<file path="config.mk">
export PLATFORM = sky130hd
export DESIGN_NAME = alu_seq_decoder
export DESIGN_NICKNAME = d
export VERILOG_FILES = /design/src/rtl/alu_seq_decoder_pkg.sv /design/src/rtl/alu_seq_decoder_op_decode.sv /design/src/rtl/alu_seq_decoder.sv
export SDC_FILE = /design/constraint.sdc
export NUM_CORES = 1
export LEC_CHECK = 0
export BUFFER_PORTS_ARGS = -buffer_cell sky130_fd_sc_hd__buf_2
export CELL_PAD_IN_SITES_DETAIL_PLACEMENT = 1
export CELL_PAD_IN_SITES_GLOBAL_PLACEMENT = 1
export CORE_MARGIN = 2
export CORE_UTILIZATION = 27
export CTS_CLUSTER_SIZE = 20
export DETAILED_ROUTE_END_ITERATION = 10
export GPL_ROUTABILITY_DRIVEN = 0
export PLACE_DENSITY = 0.84
export RECOVER_POWER = 25
export REMOVE_ABC_BUFFERS = 1
export SYNTH_ARGS = -nofsm -noshare
export SYNTH_HDL_FRONTEND = slang
export SYNTH_SLANG_ARGS = --single-unit
</file>
<file path="constraint.sdc">
create_clock -name clk -period 0.8 [get_ports clk]
set_input_delay 0.16 -clock clk [delete_from_list [all_inputs] [get_ports clk]]
set_output_delay 0.16 -clock clk [all_outputs]
set_load 0.01 [all_outputs]
</file>
<file path="src/rtl/alu_seq_decoder_pkg.sv">
// Shared ALU control codes, FSM states and funct7 encodings for the ALU sequencing decoder.
package alu_seq_pkg;

  localparam int CODE_W = 5;

  typedef enum logic [CODE_W-1:0] {
    ALU_ADD    = 5'h00,
    ALU_SUB    = 5'h01,
    ALU_SLL    = 5'h02,
    ALU_SLT    = 5'h03,
    ALU_SLTU   = 5'h04,
    ALU_XOR    = 5'h05,
    ALU_SRA    = 5'h06,
    ALU_SRL    = 5'h07,
    ALU_OR     = 5'h08,
    ALU_AND    = 5'h09,
    ALU_BEQ    = 5'h0A,
    ALU_BNE    = 5'h0B,
    ALU_BGE    = 5'h0C,
    ALU_BGEU   = 5'h0D,
    ALU_MUL    = 5'h10,
    ALU_MULH   = 5'h11,
    ALU_MULHSU = 5'h12,
    ALU_MULHU  = 5'h13,
    ALU_DIV    = 5'h14,
    ALU_DIVU   = 5'h15,
    ALU_REM    = 5'h16,
    ALU_REMU   = 5'h17
  } aluctrl_e;

  typedef enum logic {
    IDLE = 1'b0,
    BUSY = 1'b1
  } state_e;

  localparam logic [6:0] F7_BASE = 7'b0000000;
  localparam logic [6:0] F7_ALT  = 7'b0100000;
  localparam logic [6:0] F7_MEXT = 7'b0000001;

endpackage

</file>
<file path="src/rtl/alu_seq_decoder_op_decode.sv">
// Combinational funct3/funct7/class-flag decode into an ALU control code.
// RV32M decode is present only when ALU_SEQ_DECODER_MEXT_EN is defined.
module alu_op_decode
  import alu_seq_pkg::*;
(
  input  logic [2:0] funct3,
  input  logic [6:0] funct7,
  input  logic       instr_5,
  input  logic       isBranch,
  input  logic       isALUreg,
  input  logic       isALUimm,
  input  logic       isAUIPC,
  input  logic       isJAL,
  output aluctrl_e   code,
  output logic       isShamt,
  output logic       illegal
`ifdef ALU_SEQ_DECODER_MEXT_EN
  ,
  output logic       isMulDiv,
  output logic       isDiv
`endif
);

  aluctrl_e arithCode;
  logic     shiftF3;

  assign shiftF3 = (funct3 == 3'b001) || (funct3 == 3'b101);
  assign isShamt = (isALUreg || isALUimm) && shiftF3;

  always_comb begin
    arithCode = ALU_ADD;
    case (funct3)
      3'b000:  arithCode = (isALUreg && funct7[5] && instr_5) ? ALU_SUB : ALU_ADD;
      3'b001:  arithCode = ALU_SLL;
      3'b010:  arithCode = ALU_SLT;
      3'b011:  arithCode = ALU_SLTU;
      3'b100:  arithCode = ALU_XOR;
      3'b101:  arithCode = funct7[5] ? ALU_SRA : ALU_SRL;
      3'b110:  arithCode = ALU_OR;
      default: arithCode = ALU_AND;
    endcase
  end

  // AUIPC/JAL take priority and always resolve to a plain add
  always_comb begin
    code    = ALU_ADD;
    illegal = 1'b0;
`ifdef ALU_SEQ_DECODER_MEXT_EN
    isMulDiv = 1'b0;
    isDiv    = 1'b0;
`endif
    if (isAUIPC || isJAL) begin
      code = ALU_ADD;
    end else if (isALUreg) begin
      if (funct7 == F7_MEXT) begin
`ifdef ALU_SEQ_DECODER_MEXT_EN
        code     = aluctrl_e'({2'b10, funct3});
        isMulDiv = 1'b1;
        isDiv    = funct3[2];
`else
        illegal = 1'b1;
`endif
      end else if ((funct7 == F7_BASE) ||
                   ((funct7 == F7_ALT) && ((funct3 == 3'b000) || (funct3 == 3'b101)))) begin
        code = arithCode;
      end else begin
        illegal = 1'b1;
      end
    end else if (isALUimm) begin
      if (((funct3 == 3'b001) && (funct7 != F7_BASE)) ||
          ((funct3 == 3'b101) && (funct7 != F7_BASE) && (funct7 != F7_ALT))) begin
        illegal = 1'b1;
      end else begin
        code = arithCode;
      end
    end else if (isBranch) begin
      case (funct3)
        3'b000:  code = ALU_BEQ;
        3'b001:  code = ALU_BNE;
        3'b100:  code = ALU_SLT;
        3'b101:  code = ALU_BGE;
        3'b110:  code = ALU_SLTU;
        3'b111:  code = ALU_BGEU;
        default: illegal = 1'b1;
      endcase
    end
  end

endmodule

</file>
<file path="src/rtl/alu_seq_decoder.sv">
// Registered ALU decoder with valid/ready handshake and multi-cycle MUL/DIV occupancy.
// Define ALU_SEQ_DECODER_MEXT_EN to enable RV32M decode and the BUSY sequencing.
module alu_seq_decoder
  import alu_seq_pkg::*;
#(
  parameter int CTRL_W  = 5,
  parameter int MUL_LAT = 2,
  parameter int DIV_LAT = 32
) (
  input  logic              clk,
  input  logic              reset,
  input  logic              inValid,
  output logic              inReady,
  input  logic [2:0]        funct3,
  input  logic [6:0]        funct7,
  input  logic              instr_5,
  input  logic              isBranch,
  input  logic              isALUreg,
  input  logic              isALUimm,
  input  logic              isAUIPC,
  input  logic              isJAL,
  input  logic              flush,
  output logic              outValid,
  output logic [CTRL_W-1:0] aluControl,
  output logic              isShamt,
  output logic              isMulDiv,
  output logic              busy,
  output logic              illegalInstr
);

  if (CTRL_W < CODE_W || MUL_LAT < 1 || DIV_LAT < 1) begin : gBadParam
    $error("alu_seq_decoder: CTRL_W must be >= 5 and latencies >= 1");
  end

  aluctrl_e decCode;
  logic     decShamt;
  logic     decIllegal;
  logic     accept;

  state_e   state_q, state_d;
  aluctrl_e aluCtrl_q, aluCtrl_d;
  logic     outValid_q, outValid_d;
  logic     isShamt_q, isShamt_d;
  logic     illegal_q, illegal_d;

`ifdef ALU_SEQ_DECODER_MEXT_EN
  localparam int MAX_LAT = (MUL_LAT > DIV_LAT) ? MUL_LAT : DIV_LAT;
  localparam int CNT_W   = $clog2(MAX_LAT + 1);
  localparam logic [CNT_W-1:0] MUL_CNT = CNT_W'((MUL_LAT > 1) ? MUL_LAT - 2 : 0);
  localparam logic [CNT_W-1:0] DIV_CNT = CNT_W'((DIV_LAT > 1) ? DIV_LAT - 2 : 0);
  localparam bit MUL_MULTI = (MUL_LAT > 1);
  localparam bit DIV_MULTI = (DIV_LAT > 1);

  logic             decMulDiv;
  logic             decIsDiv;
  logic             isMulDiv_q, isMulDiv_d;
  logic [CNT_W-1:0] cnt_q, cnt_d;
`endif

  alu_op_decode uDecode (
    .funct3   (funct3),
    .funct7   (funct7),
    .instr_5  (instr_5),
    .isBranch (isBranch),
    .isALUreg (isALUreg),
    .isALUimm (isALUimm),
    .isAUIPC  (isAUIPC),
    .isJAL    (isJAL),
    .code     (decCode),
    .isShamt  (decShamt),
    .illegal  (decIllegal)
`ifdef ALU_SEQ_DECODER_MEXT_EN
    ,
    .isMulDiv (decMulDiv),
    .isDiv    (decIsDiv)
`endif
  );

  assign inReady = (state_q == IDLE);
  assign accept  = inValid && inReady && !flush;

  // Decode results are captured only on accept and then held, so the code
  // stays stable through BUSY and after the completion pulse.
  always_comb begin
    state_d    = state_q;
    aluCtrl_d  = aluCtrl_q;
    isShamt_d  = isShamt_q;
    illegal_d  = illegal_q;
    outValid_d = 1'b0;
`ifdef ALU_SEQ_DECODER_MEXT_EN
    isMulDiv_d = isMulDiv_q;
    cnt_d      = cnt_q;
`endif
    case (state_q)
      IDLE: begin
        if (accept) begin
          aluCtrl_d = decIllegal ? ALU_ADD : decCode;
          isShamt_d = decShamt;
          illegal_d = decIllegal;
`ifdef ALU_SEQ_DECODER_MEXT_EN
          isMulDiv_d = decMulDiv;
          if (decMulDiv && (decIsDiv ? DIV_MULTI : MUL_MULTI)) begin
            state_d = BUSY;
            cnt_d   = decIsDiv ? DIV_CNT : MUL_CNT;
          end else begin
            outValid_d = 1'b1;
          end
`else
          outValid_d = 1'b1;
`endif
        end
      end
`ifdef ALU_SEQ_DECODER_MEXT_EN
      BUSY: begin
        if (flush) begin
          state_d = IDLE;
          cnt_d   = '0;
        end else if (cnt_q == '0) begin
          state_d    = IDLE;
          outValid_d = 1'b1;
        end else begin
          cnt_d = cnt_q - CNT_W'(1);
        end
      end
`endif
      default: state_d = IDLE;
    endcase
  end

  always_ff @(posedge clk or posedge reset) begin
    if (reset) begin
      state_q    <= IDLE;
      aluCtrl_q  <= ALU_ADD;
      isShamt_q  <= 1'b0;
      illegal_q  <= 1'b0;
      outValid_q <= 1'b0;
`ifdef ALU_SEQ_DECODER_MEXT_EN
      isMulDiv_q <= 1'b0;
      cnt_q      <= '0;
`endif
    end else begin
      state_q    <= state_d;
      aluCtrl_q  <= aluCtrl_d;
      isShamt_q  <= isShamt_d;
      illegal_q  <= illegal_d;
      outValid_q <= outValid_d;
`ifdef ALU_SEQ_DECODER_MEXT_EN
      isMulDiv_q <= isMulDiv_d;
      cnt_q      <= cnt_d;
`endif
    end
  end

  assign outValid     = outValid_q;
  assign aluControl   = CTRL_W'(aluCtrl_q);
  assign isShamt      = isShamt_q;
  assign illegalInstr = illegal_q;
`ifdef ALU_SEQ_DECODER_MEXT_EN
  assign isMulDiv = isMulDiv_q;
  assign busy     = (state_q == BUSY);
`else
  assign isMulDiv = 1'b0;
  assign busy     = 1'b0;
`endif

endmodule

</file>
* After elaboration in Yosys (flattened, before gate mapping)
Cells that the tools add are included.
** Operators by class
- Eq/ne operators :: 10
- Multiplexer cells :: 21
- Reduce and logical (&&, ||, !) cells :: 19
** Operator list (number)
- $mux 5 :: 8
- $pmux 5 s7 :: 1
- $pmux 4 s6 :: 1
- $eq 3x3->1 const B :: 4
- $mux 1 :: 11
- $logic_and 1x1->1 :: 8
- $eq 7x1->1 const B :: 1
- $eq 7x6->1 const B :: 1
- $logic_not 7->1 :: 1
- $ne 7x6->1 const B :: 1
- $reduce_bool 7->1 :: 1
- $eq 3x2->1 const B :: 2
- $logic_or 1x1->1 :: 6
- $reduce_or 6->1 :: 1
- $eq 3x1->1 const B :: 1
- $logic_not 3->1 :: 1
- $logic_not 1->1 :: 1
** Word-level totals
- Register bits after elaboration :: 8
- Output and inout port bits :: 11

* Logic depth before layout (Yosys ltp)
- Depth after elaboration :: 9
- Mapped depth :: 6
- Depth with buffers taken out :: 5

* Modules after synthesis
Synthesis repeated with hierarchy kept, for this count alone.
** Unflattened totals
- Cell total of the unflattened synthesis :: 95
- Area total of the unflattened synthesis :: 822.0 sq um
** Modules (own cells, without submodules)
- alu_op_decode :: instances 1, cells each 67, area each 422.9 sq um, seq. area each 0.0 sq um
- alu_seq_decoder :: instances 1, cells each 28, area each 399.1 sq um, seq. area each 200.2 sq um

* Worst setup path after synthesis
Ideal clock, no wire load.
- Path kind :: input to register
- Start :: in funct7[0]
- End :: reg aluCtrl_q[1] (netlist: aluControl[1])
- Library setup time :: 66 ps
- Data arrival time :: 1368 ps
- Required time :: 734 ps
- Slack :: -635 ps
- Stages :: 5
- Cells stage by stage :: nor4_2 a31oi_1 a211o_1 a2111oi_4 a22o_1
** Between the ends
- Longest elaborated chain between the ends :: 9
- Elaborated cells on any way between the ends :: 24
- Classes of those cells :: eq/ne: 3; mux: 13; reduce/logical: 8
** Ends and longest elaborated chain
- start: declaration :: line alu_seq_decoder.sv:15 : input logic [6:0] funct7,
- $reduce_bool 7->1 :: line alu_seq_decoder_op_decode.sv:70, alu_seq_decoder_op_decode.sv:71
- $logic_and 1x1->1 (2 in series) :: line alu_seq_decoder_op_decode.sv:71 : ((funct3 == 3'b101) && (funct7 != F7_BASE) && (funct7 != F7_ALT))) begin
- $logic_or 1x1->1 :: line alu_seq_decoder_op_decode.sv:70 : if (((funct3 == 3'b001) && (funct7 != F7_BASE)) ||
- $mux 5 / $mux 1 (equally long branches) :: line alu_seq_decoder_op_decode.sv:70
- $mux 5 / $mux 1 (equally long branches) :: line alu_seq_decoder_op_decode.sv:69 : end else if (isALUimm) begin
- $mux 5 / $mux 1 (equally long branches) :: line alu_seq_decoder_op_decode.sv:54 : end else if (isALUreg) begin
- $mux 5 / $mux 1 (equally long branches) :: line alu_seq_decoder_op_decode.sv:52 : if (isAUIPC || isJAL) begin
- $mux 5 * :: line alu_seq_decoder.sv:97 : aluCtrl_d = decIllegal ? ALU_ADD : decCode;
- end signal: assignment :: line alu_seq_decoder.sv:143 : aluCtrl_q <= aluCtrl_d;
- end: declaration :: line alu_seq_decoder.sv:41 : aluctrl_e aluCtrl_q, aluCtrl_d;
Every way passes the cells marked *; elsewhere a longest branch is shown, timed or not.
A chain may end at the register's enable or synchronous reset.

* Final worst setup path
- Start :: in funct7[2]
- End :: reg aluCtrl_q[2] (netlist: aluControl[2])
The elaborated chain is that of the path after synthesis.

==> summary.md <==
| Metric | Value |
|---|---|
| Rows | `16` |
| Final min period | `between 1000 and 1500 ps` |
| Htree depth | `1` |
| Root buffer cell | `clkbuf_4` |
| RSZ-0062 raised after global routing | `yes` |
| Synth area leaders | `dfrtp_1 30%, a22o_1 5.9%, o21ai_0 5.1%` |
| Outcome | `finished with violations` |
| Drt wl/cell | `~13 um` |
| Fin Clk Skew | `0 ps` |
| IO Pins | `31` |
| Syn. warnings | `0` |
| Post-synthesis cell type count | `31` |
| MaxCap Viol Count | `0` |
| Reg clk slew, reported paths | `roughly 50 ps` |
| CP startpoint | `funct7[2]` |
| Worst Path Arrival | `~1600 ps` |
| Drt initial violations | `7` |
| Crit path cell chain | `buf_6 -> nor4_4 -> a31oi_1 -> a211o_1 -> a2111oi_4 -> a22o_1` |
| Total gr overflow | `0` |
| DRC | `0` |
| Syn avg cell area | `around 8.3 sq um` |
| CTS Sinks | `7` |
| Routed wire length | `roughly 1800 um` |
| Required @ worst endpoint | `990 ps` |
| Starting Density | `0.292` |
| CP max FO | `3` |
| Slowest cell on crit path | `a2111oi_4` |
| Non-Filler Cell Area, Final | `~900 sq um` |
| Net count, final | `~130` |
| Vias in the first global route | `roughly 700` |
| Final Hold Vio Count | `0` |
| Worst-Skew Late Latency | `~250 ps` |
| Vias | `675` |
| Worst path depth | `6` |
| Hpwl dp | `around 1400 um` |
| Area Growth Syn to Fin | `52.5%` |
| Non-filler cells, final | `139` |
| R2R depth | `2` |
| Cell family with most CP delay | `compound AO/OA/AOI/OAI gates` |
| Class of the tightest hold or removal check | `primary input to flop` |
| Pwr Density | `approximately 1100 mW/mm^2` |
| Initial antenna violation count | `0` |
| Critical path's largest stage delay | `around 380 ps` |
| Die height | `just over 50 um` |
| DIE AREA | `0.00258 sq mm` |
| Synth Register Bits | `7` |
| Reg-to-Reg End | `aluControl[2]` |
| Fin crit share | `1.71` |
| Critical path class | `primary input to flop` |
| Leak Pwr | `about 0.45 nW` |
| Fmax | `~730 MHz` |
| RR Startpoint | `aluControl[2]` |
| Critical Path End | `aluControl[2]` |
| Number of port buffers | `26` |
| Commonest non-fill, non-tap cell in the layout | `buf_2` |
| Worst setup margin | `-572 ps` |
| GRT Overall Usage | `0.158` |
| Flop-to-flop setup slack | `-20 ps` |
| Clock Path Buffers | `2` |
| Worst path bufs/invs | `1` |
| CTS Buf Count | `3` |
| Failing checks | `setup timing` |
| VDD IR-drop max | `about 0.5 mV` |
| Nature of the critical path startpoint | `primary input` |
| Via-to-Cell Ratio | `approximately 4.9` |
| Sequential-to-total area share from yosys stat | `0.297` |
| Synth top area share | `0.297` |
| Drt pass-1 iters | `2` |
| Post-route ant nets | `0` |
| Global-route wire length before repair | `between 3000 and 4000 um` |
| Mapped cell area | `591 sq um` |
| Layout cell share with drive strength beyond 1 | `0.473` |
| Antenna Cells | `0` |
| Post-DP Area | `between 700 and 800 sq um` |
| Largest net degree at the start of global routing | `12` |
| Slew Limit Fails | `0` |
| Crit path capture type | `flop` |
| Most frequent cells in the layout | `24 x buf_2, 15 x buf_4, 7 x dfrtp_1, 5 x nand2_1` |
| Final setup vio count | `12` |
| Die Width | `slightly above 50 um` |
| Post-Syn Instances | `about 70` |
| Inst Count DP | `about 130` |
| Core area | `roughly 0.0020 sq mm` |
| CTS tree | `yes` |
| Post-synth top area cell | `dfrtp_1` |
## synth_stat cells
master	count
dfrtp_1	7
o21ai_0	6
nand2_1	5
a22o_1	4
buf_4	4
clkbuf_1	4
inv_1	4
nor2_1	4
a21oi_1	3
nand2b_1	3
a31oi_1	2
conb_1	2
nand3_1	2
nor3_1	2
o31ai_1	2
or3b_1	2
a2111oi_4	1
a211o_1	1
a21boi_1	1
a221o_1	1
a311oi_1	1
and2_2	1
and4bb_2	1
mux2_2	1
nand3b_1	1
nor2b_1	1
nor4_2	1
o221ai_1	1
o22ai_1	1
or2_2	1
xor2_1	1
## per-layer routing
metal  part of all wire  routed length (um)  track usage  up-vias
met5                  0                   0            0        -
met4              0.023                  42       0.0901        0
met3              0.054                  99       0.0208        6
met2               0.50                 915        0.281       23
met1               0.42                 763        0.179      312
li1                   -                   -            -      334
## through the flow
step	power [W]	util	worst slack [ps]	TNS (ps)	hold WS [ps]
finish	0.00101	0.446	-572	-3210	355
global route	0.00109	0.446	-669	-3940	376
CTS	0.00101	0.437	-621	-3300	340
detailed placement	0.000669	0.395	-870	-3930	99.0
global placement	0.000656	0.395	-817	-3650	83.1
floorplan	0.000511	-	-635	-2670	-36.6
## tightest hold or removal path, stage by stage
cell,delay [ps]
buf_2,80
or2_2,150
nand3b_1,120
o21ai_1,50
## timing repair
item                                    4_1_cts  5_1_grt
pin swaps                                     9        5
setup buffers                                 3        2
endpoints found under the hold margin         7        0
endpoints found under the setup margin       12       12
resized for setup                             5        2
hold buffers                                  1        0
## final cells by class
| class | count | area [sq um] |
|---|---|---|
| Fill cell | 265 | 1120 |
| Multi-Input combinational cell | 54 | 380 |
| Timing Repair Buffer | 43 | 270 |
| Sequential cell | 7 | 175 |
| Tap cell | 27 | 33.8 |
| Clock buffer | 4 | 26.3 |
| Inverter | 4 | 15.0 |
## report_power, final
group          total, W  internal (W)  switching (W)  leakage [nW]
logic          0.000319      0.000155       0.000164         0.338
registers      0.000378      0.000371     0.00000696        0.0952
clock network  0.000315      0.000190       0.000125        0.0150
## worst min path at each step
stage	startpoint	endpoint	slack, ps	cells past startpoint
2_1_floorplan	reset	aluControl[0]	-40	1
3_3_place_gp	reset	illegalInstr	80	2
3_5_place_dp	reset	isShamt	100	2
4_1_cts	isJAL	illegalInstr	340	4
5_1_grt	isJAL	illegalInstr	380	4
6_report	isAUIPC	illegalInstr	350	4
## logic make-up (layout without fill, tap and decap cells)
kind of cell,count (synthesis),in the layout,share of synthesized area
flops,7,7,0.297
other cells,2,4,0.0127
mux,1,1,0.0191
xor+xnor,1,1,0.0148
compound gates,24,24,0.314
buf+inv,12,51,0.102
simple gates,24,24,0.242
## state kept, by name, indices dropped and copies added (netlist names)
| name | count |
|---|---|
| aluControl | 4 |
| illegalInstr | 1 |
| isShamt | 1 |
| outValid | 1 |
(Power assumes the default switching activity.)
